**src/rtl/slon5_pkg.sv**
```systemverilog
// Shared types for the slon5 core and its receive-side collector.
package slon5_pkg;

  localparam int DNUM_W = 32;
  localparam int DOUT_W = 64;

  typedef logic [DNUM_W-1:0] Dnum_t;
  typedef logic [DOUT_W-1:0] Dout_t;

  typedef struct packed {
    Dnum_t dnum;
    Dout_t dout;
  } Hit_t;

  typedef enum logic [1:0] {
    IDLE = 2'd0,
    SYNC = 2'd1,
    RUN  = 2'd2
  } CollState_t;

  // Tag that must follow d; wraps modulo 2^DNUM_W.
  function automatic Dnum_t next_tag(input Dnum_t d);
    return d + DNUM_W'(1);
  endfunction

endpackage

```
**src/rtl/slon5_hit_fifo.sv**
```systemverilog
// Show-ahead FIFO of Hit_t; the head entry is visible whenever empty is low.
module slon5_hit_fifo
  import slon5_pkg::*;
#(
  parameter int DEPTH = 8
) (
  input  logic clk,
  input  logic rst,
  input  logic push,
  input  Hit_t din,
  input  logic pop,
  output Hit_t head,
  output logic full,
  output logic empty
);

  localparam int AW = $clog2(DEPTH);
  localparam int CW = AW + 1;

  Hit_t          mem_r [DEPTH];
  logic [AW-1:0] wr_ptr_r;
  logic [AW-1:0] rd_ptr_r;
  logic [CW-1:0] count_r;
  logic          pop_s;
  logic          wr_s;

  assign empty = (count_r == CW'(0));
  assign full  = (count_r == CW'(DEPTH));
  // A pop frees the slot in the same cycle, so a full FIFO still accepts a push.
  assign pop_s = pop & ~empty;
  assign wr_s  = push & (~full | pop_s);
  assign head  = mem_r[rd_ptr_r];

  // Storage, pointers and occupancy.
  always_ff @(posedge clk) begin
    if (rst) begin
      wr_ptr_r <= AW'(0);
      rd_ptr_r <= AW'(0);
      count_r  <= CW'(0);
      for (int i = 0; i < DEPTH; i++) begin
        mem_r[i] <= '0;
      end
    end else begin
      if (wr_s) begin
        mem_r[wr_ptr_r] <= din;
        wr_ptr_r        <= wr_ptr_r + AW'(1);
      end
      if (pop_s) begin
        rd_ptr_r <= rd_ptr_r + AW'(1);
      end
      case ({wr_s, pop_s})
        2'b10:   count_r <= count_r + CW'(1);
        2'b01:   count_r <= count_r - CW'(1);
        default: count_r <= count_r;
      endcase
    end
  end

endmodule

```
**src/rtl/slon5_collector.sv**
```systemverilog
// Receive-side collector for slon5_m: tag continuity check, target compare,
// and a buffered valid/ready hit stream with saturating statistics.
module slon5_collector
  import slon5_pkg::*;
#(
  parameter int FIFO_DEPTH = 8,
  parameter int CMP_W      = 32,
  parameter int CNT_W      = 16
) (
  input  logic             clk,
  input  logic             rst,
  input  logic             en,
  input  logic             in_valid,
  input  Dnum_t            dnum,
  input  Dout_t            dout,
  input  logic [CMP_W-1:0] target,
  output logic             hit_valid,
  input  logic             hit_ready,
  output Dnum_t            hit_dnum,
  output Dout_t            hit_dout,
  output logic             seq_err,
  output logic [CNT_W-1:0] hit_cnt,
  output logic [CNT_W-1:0] drop_cnt,
  output logic [CNT_W-1:0] err_cnt
);

  localparam logic [CNT_W-1:0] CNT_MAX = {CNT_W{1'b1}};

  CollState_t state_r;
  Dnum_t      exp_r;
  logic       s1_valid_r;
  Dnum_t      s1_dnum_r;
  Dout_t      s1_dout_r;
  logic       s2_valid_r;
  Hit_t       s2_hit_r;
  logic       take_s;
  logic       cmp_hit_s;
  logic       pop_s;
  logic       full_s;
  logic       empty_s;
  logic       drop_s;
  logic       stored_s;
  Hit_t       head_s;

  assign take_s    = en & in_valid & (state_r != IDLE);
  assign cmp_hit_s = (s1_dout_r[DOUT_W-1 -: CMP_W] <= target);
  assign hit_valid = ~empty_s;
  assign pop_s     = hit_valid & hit_ready;
  assign drop_s    = s2_valid_r & full_s & ~pop_s;
  assign stored_s  = s2_valid_r & ~drop_s;
  assign hit_dnum  = head_s.dnum;
  assign hit_dout  = head_s.dout;

  // Collector FSM and tag sequence checker.
  always_ff @(posedge clk) begin
    if (rst) begin
      state_r <= IDLE;
      exp_r   <= DNUM_W'(0);
      seq_err <= 1'b0;
      err_cnt <= CNT_W'(0);
    end else if (!en) begin
      state_r <= IDLE;
    end else begin
      case (state_r)
        IDLE: state_r <= SYNC;
        SYNC: begin
          if (in_valid) begin
            exp_r   <= next_tag(dnum);
            state_r <= RUN;
          end
        end
        RUN: begin
          if (in_valid) begin
            exp_r <= next_tag(dnum);
            if (dnum != exp_r) begin
              seq_err <= 1'b1;
              if (err_cnt != CNT_MAX) begin
                err_cnt <= err_cnt + CNT_W'(1);
              end
            end
          end
        end
        default: state_r <= IDLE;
      endcase
    end
  end

  // Two-stage pipeline: register the sample, then register the compare result.
  always_ff @(posedge clk) begin
    if (rst) begin
      s1_valid_r <= 1'b0;
      s1_dnum_r  <= DNUM_W'(0);
      s1_dout_r  <= DOUT_W'(0);
      s2_valid_r <= 1'b0;
      s2_hit_r   <= '0;
    end else begin
      s1_valid_r <= take_s;
      if (take_s) begin
        s1_dnum_r <= dnum;
        s1_dout_r <= dout;
      end
      s2_valid_r <= s1_valid_r & cmp_hit_s;
      if (s1_valid_r) begin
        s2_hit_r.dnum <= s1_dnum_r;
        s2_hit_r.dout <= s1_dout_r;
      end
    end
  end

  // Saturating hit and drop statistics.
  always_ff @(posedge clk) begin
    if (rst) begin
      hit_cnt  <= CNT_W'(0);
      drop_cnt <= CNT_W'(0);
    end else begin
      if (stored_s && (hit_cnt != CNT_MAX)) begin
        hit_cnt <= hit_cnt + CNT_W'(1);
      end
      if (drop_s && (drop_cnt != CNT_MAX)) begin
        drop_cnt <= drop_cnt + CNT_W'(1);
      end
    end
  end

  slon5_hit_fifo #(
    .DEPTH(FIFO_DEPTH)
  ) u_fifo (
    .clk  (clk),
    .rst  (rst),
    .push (s2_valid_r),
    .din  (s2_hit_r),
    .pop  (pop_s),
    .head (head_s),
    .full (full_s),
    .empty(empty_s)
  );

endmodule

```
**config.mk**
```make
export PLATFORM = sky130hd
export DESIGN_NAME = slon5_collector
export DESIGN_NICKNAME = d
export VERILOG_FILES = /design/src/rtl/slon5_pkg.sv /design/src/rtl/slon5_hit_fifo.sv /design/src/rtl/slon5_collector.sv
export SDC_FILE = /design/constraint.sdc
export NUM_CORES = 2
export LEC_CHECK = 0
export ABC_AREA = 1
export CAP_MARGIN = 10
export CORE_MARGIN = 2
export CORE_UTILIZATION = 55
export CTS_BUF_LIST = sky130_fd_sc_hd__clkbuf_4
export DETAILED_ROUTE_END_ITERATION = 10
export HOLD_SLACK_MARGIN = 0.15
export PLACE_DENSITY = 0.76
export RECOVER_POWER = 25
export SETUP_SLACK_MARGIN = 0.15
export SLEW_MARGIN = 5
export SYNTH_ARGS = -nofsm -noshare
export SYNTH_HDL_FRONTEND = slang
export SYNTH_HIERARCHICAL = 1
export SYNTH_SLANG_ARGS = --single-unit
```
**constraint.sdc**
```tcl
create_clock -name clk -period 5.86 [get_ports clk]
set_input_delay 1.172 -clock clk [delete_from_list [all_inputs] [get_ports clk]]
set_output_delay 1.172 -clock clk [all_outputs]
set_load 0.02 [all_outputs]
```
==> impl_metrics.yaml <==
layout:
  multi_input_area_sq_um: 15300
  final_util_pct: 64.0
  fill_cells: 6658
  final_common_cell: "nor2_1"
  seq_area_sq_um: 28900
  final_cell_mix: "nor2_1, edfxtp_1, nand2_1, o21ai_0, clkbuf_4"
  area_growth_pct: 15.2
  nets: 5295
  drive_gt1_share_pct: 10.0
cts:
  clk_latency_ns: 1.18
  clkTransAtPathRegs_ns: 0.07
  cts_buffers: 288
  cts_resized: 0
  cts_setup_buffers: 0
  ctsRootBufferMaster: "clkbuf_4"
  cts.sinks: 1058
  h-tree-depth: 5
  ctsHoldBuffers: 0
  cts_tree: "yes"
  cts.path.max_buffers: 4
floorplanning:
  initial_utilization_pct: 55.6
  die_area_sq_um: 86900
  core_sq_um: 83700
  pin_count: 279
  die_y_um: 295
  rows: 106
  dieWidth_um: 295
power:
  vdd_drop_max_uv: 194
  p_leak_nw: 19.8
  p_per_area_nw_per_um2: 290
worst_setup_path:
  worstSetupPathType: "reg -> out"
  cp-end-kind: "output port"
  cp.required_ns: 4.69
  ff2ff_setup_slack_ns: 0.67
  worstPathMaxFanout: 70
  start_kind: "register"
  crit_arrival_ns: 4.09
global_routing:
  grt_max_degree: 172
  grt_overflow: 0
  grt_pass1_wl_mm: 194
  grt_antenna_before_repair: 3
  grt_pass1_vias: 35205
  grt_usage_pct: 28.8
routing:
  drc_errors: 0
  via_per_inst: 5.59
  routed_wl_mm: 125
  num_vias: 36099
  drtPass1Iterations: 6
  ant_nets: 0
  drt_first_iter_violations: 3502
  wire_per_inst_um: 19.4
timing:
  slew_headroom_pct: -154
  drv_slew: 593
  finalCriticalPeriod_ns: 5.26
  rsz0062_at_grt: "false"
  fmax_ghz: 0.190
  fin_skew_ns: 0.0972
  fin_crit_sh_pct: 89.7
  fin_tns_setup_ns: 0
  setup_viol: 0
  hold_violations: 0
  tightest_slew_ns: 3.81
synthesis:
  synth_area_leaders: "edfxtp_1, dfxtp_1, nor2_1, o21ai_0, nand2_1"
  avgSynthCellArea_sq_um: 9.71
  synth_top_area_share_pct: 49.6
  synth_top_area_cell: "edfxtp_1"
  yosysUniqueCellTypes: 43
  syn_inst: 4790
  seq_area_frac_synth_pct: 62.1
  synth_area_sq_um: 46500
  synthesis.nets: 4967
  yosys_warnings: 6
  ys_ff_latch: 1058
placement:
  hpwl_mm: 72.9
  gp_congestion: 0.918
  numPortBuffers: 278
job:
  drv_cap: 12
run_status:
  status: "complete, but fails checks"
  violations: "max-capacitance violations, max-slew violations"
min_path:
  hold_class: "reg -> reg"
==> final cells by class <==
class	count	area share, %
clock inverter	51	0.577
timing repair buffer	334	6.18
antenna	12	0.0561
multi-input combinational	3140	28.5
tap	1134	2.65
inverter	296	2.09
sequential	1058	53.9
clock buffer	429	6.01
==> logic make-up (layout without fill, tap and decap cells) <==
group / count (synthesis) / after routing / share of synthesized area [%]
simple gates: 2118 / 2118 / 17.9
flops: 1058 / 1058 / 62.1
compound gates: 743 / 743 / 8.67
buf+inv: 592 / 1110 / 5.14
mux: 192 / 192 / 4.13
fa+ha+maj: 44 / 44 / 1.20
xor+xnor: 43 / 43 / 0.810
other cells: 0 / 12 / 0
==> critical path, cell delays in order, from the launching register on <==
cell and delay (ns):
dfxtp_4 0.84, buf_4 0.64, o21ai_0 0.23, o22ai_1 0.31
nand2_1 0.10, nand2_1 0.10, clkdlybuf4s50_1 0.62
==> metrics by stage <==
step | power (W) | setup WS [ns] | hold WS (ns) | std cells | area, sq um
after floorplan | 0.00889 | 1.02 | 0.433 | 4790 | 46500
after global placement | 0.00923 | 1.30 | 0.445 | 5962 | 50100
after detailed placement | 0.00925 | 1.23 | 0.464 | 5962 | 50100
after CTS | 0.0157 | 0.559 | 0.455 | 6442 | 53600
after global routing | 0.0161 | 0.376 | 0.478 | 6453 | 53600
final | 0.0156 | 0.602 | 0.444 | 6454 | 53600
==> state kept, by name, summed over array words and instances (netlist names), named ones only <==
register	flops
u_fifo/mem_r	768
s2_hit_r	96
s1_dout_r	64
exp_r	32
s1_dnum_r	32
drop_cnt	16
err_cnt	16
hit_cnt	16
u_fifo/count_r	4
u_fifo/rd_ptr_r	3
u_fifo/wr_ptr_r	3
state_r	2
s1_valid_r	1
s2_valid_r	1
seq_err	1
==> power by group <==
part           switching [W]  leakage (nW)  internal [W]
combinational       0.000505          7.38      0.000267
sequential         0.0000919          10.3       0.00824
clock                0.00296          2.13       0.00350
total                0.00355          19.8        0.0120
==> path summary, 6_finish.rpt <==
check	from	end	cells after the start
max	register	hit_dnum[23]	6
min	s1_dnum_r[8]$_SDFFE_PP0P_	s2_hit_r[72]$_SDFFE_PP0P_	2
min reg2reg	s1_dnum_r[8]$_SDFFE_PP0P_	s2_hit_r[72]$_SDFFE_PP0P_	2
max reg2reg	u_fifo/count_r[0]$_SDFFE_PP0P_	u_fifo/mem_r[3][23]$_SDFFCE_PN0P_	12
==> Yosys cell counts <==
library cell and number:
xor2_1 19, nand2_1 543, or2_2 2, mux2i_1 192, a31oi_1 3, o211ai_1 13
buf_2 75, nor2_4 4, buf_6 3, edfxtp_1 768, buf_4 14, fa_1 1
clkinv_1 3, buf_1 10, nor3_4 3, o21a_1 3, nand3_1 75, and3_1 1
inv_1 287, ha_1 43, o21ai_1 1, nor3b_1 1, nor3_1 30, o22ai_1 192
nand4_2 1, dfxtp_1 290, nand2_2 10, a21oi_1 92, o21bai_1 7, o221ai_1 1
nor2_1 1398, nor4_1 2, nor3_2 3, nand4_1 34, xnor2_1 24, nand2_4 1
a211oi_1 3, o21ai_0 428, inv_2 6, nand3b_1 3, nand3_2 1, nor2_2 6
clkbuf_1 194
==> layer usage <==
metal	routed length, um	vias up	GRT usage (%)	share of wire [%]
met4	3730	0	11.5	3.0
met3	11300	288	6.06	9.0
met2	60100	1753	46.7	48
met5	0	-	0	0
met1	50300	17053	37.9	40
li1	-	17005	-	-
(Power assumes the default switching activity.)
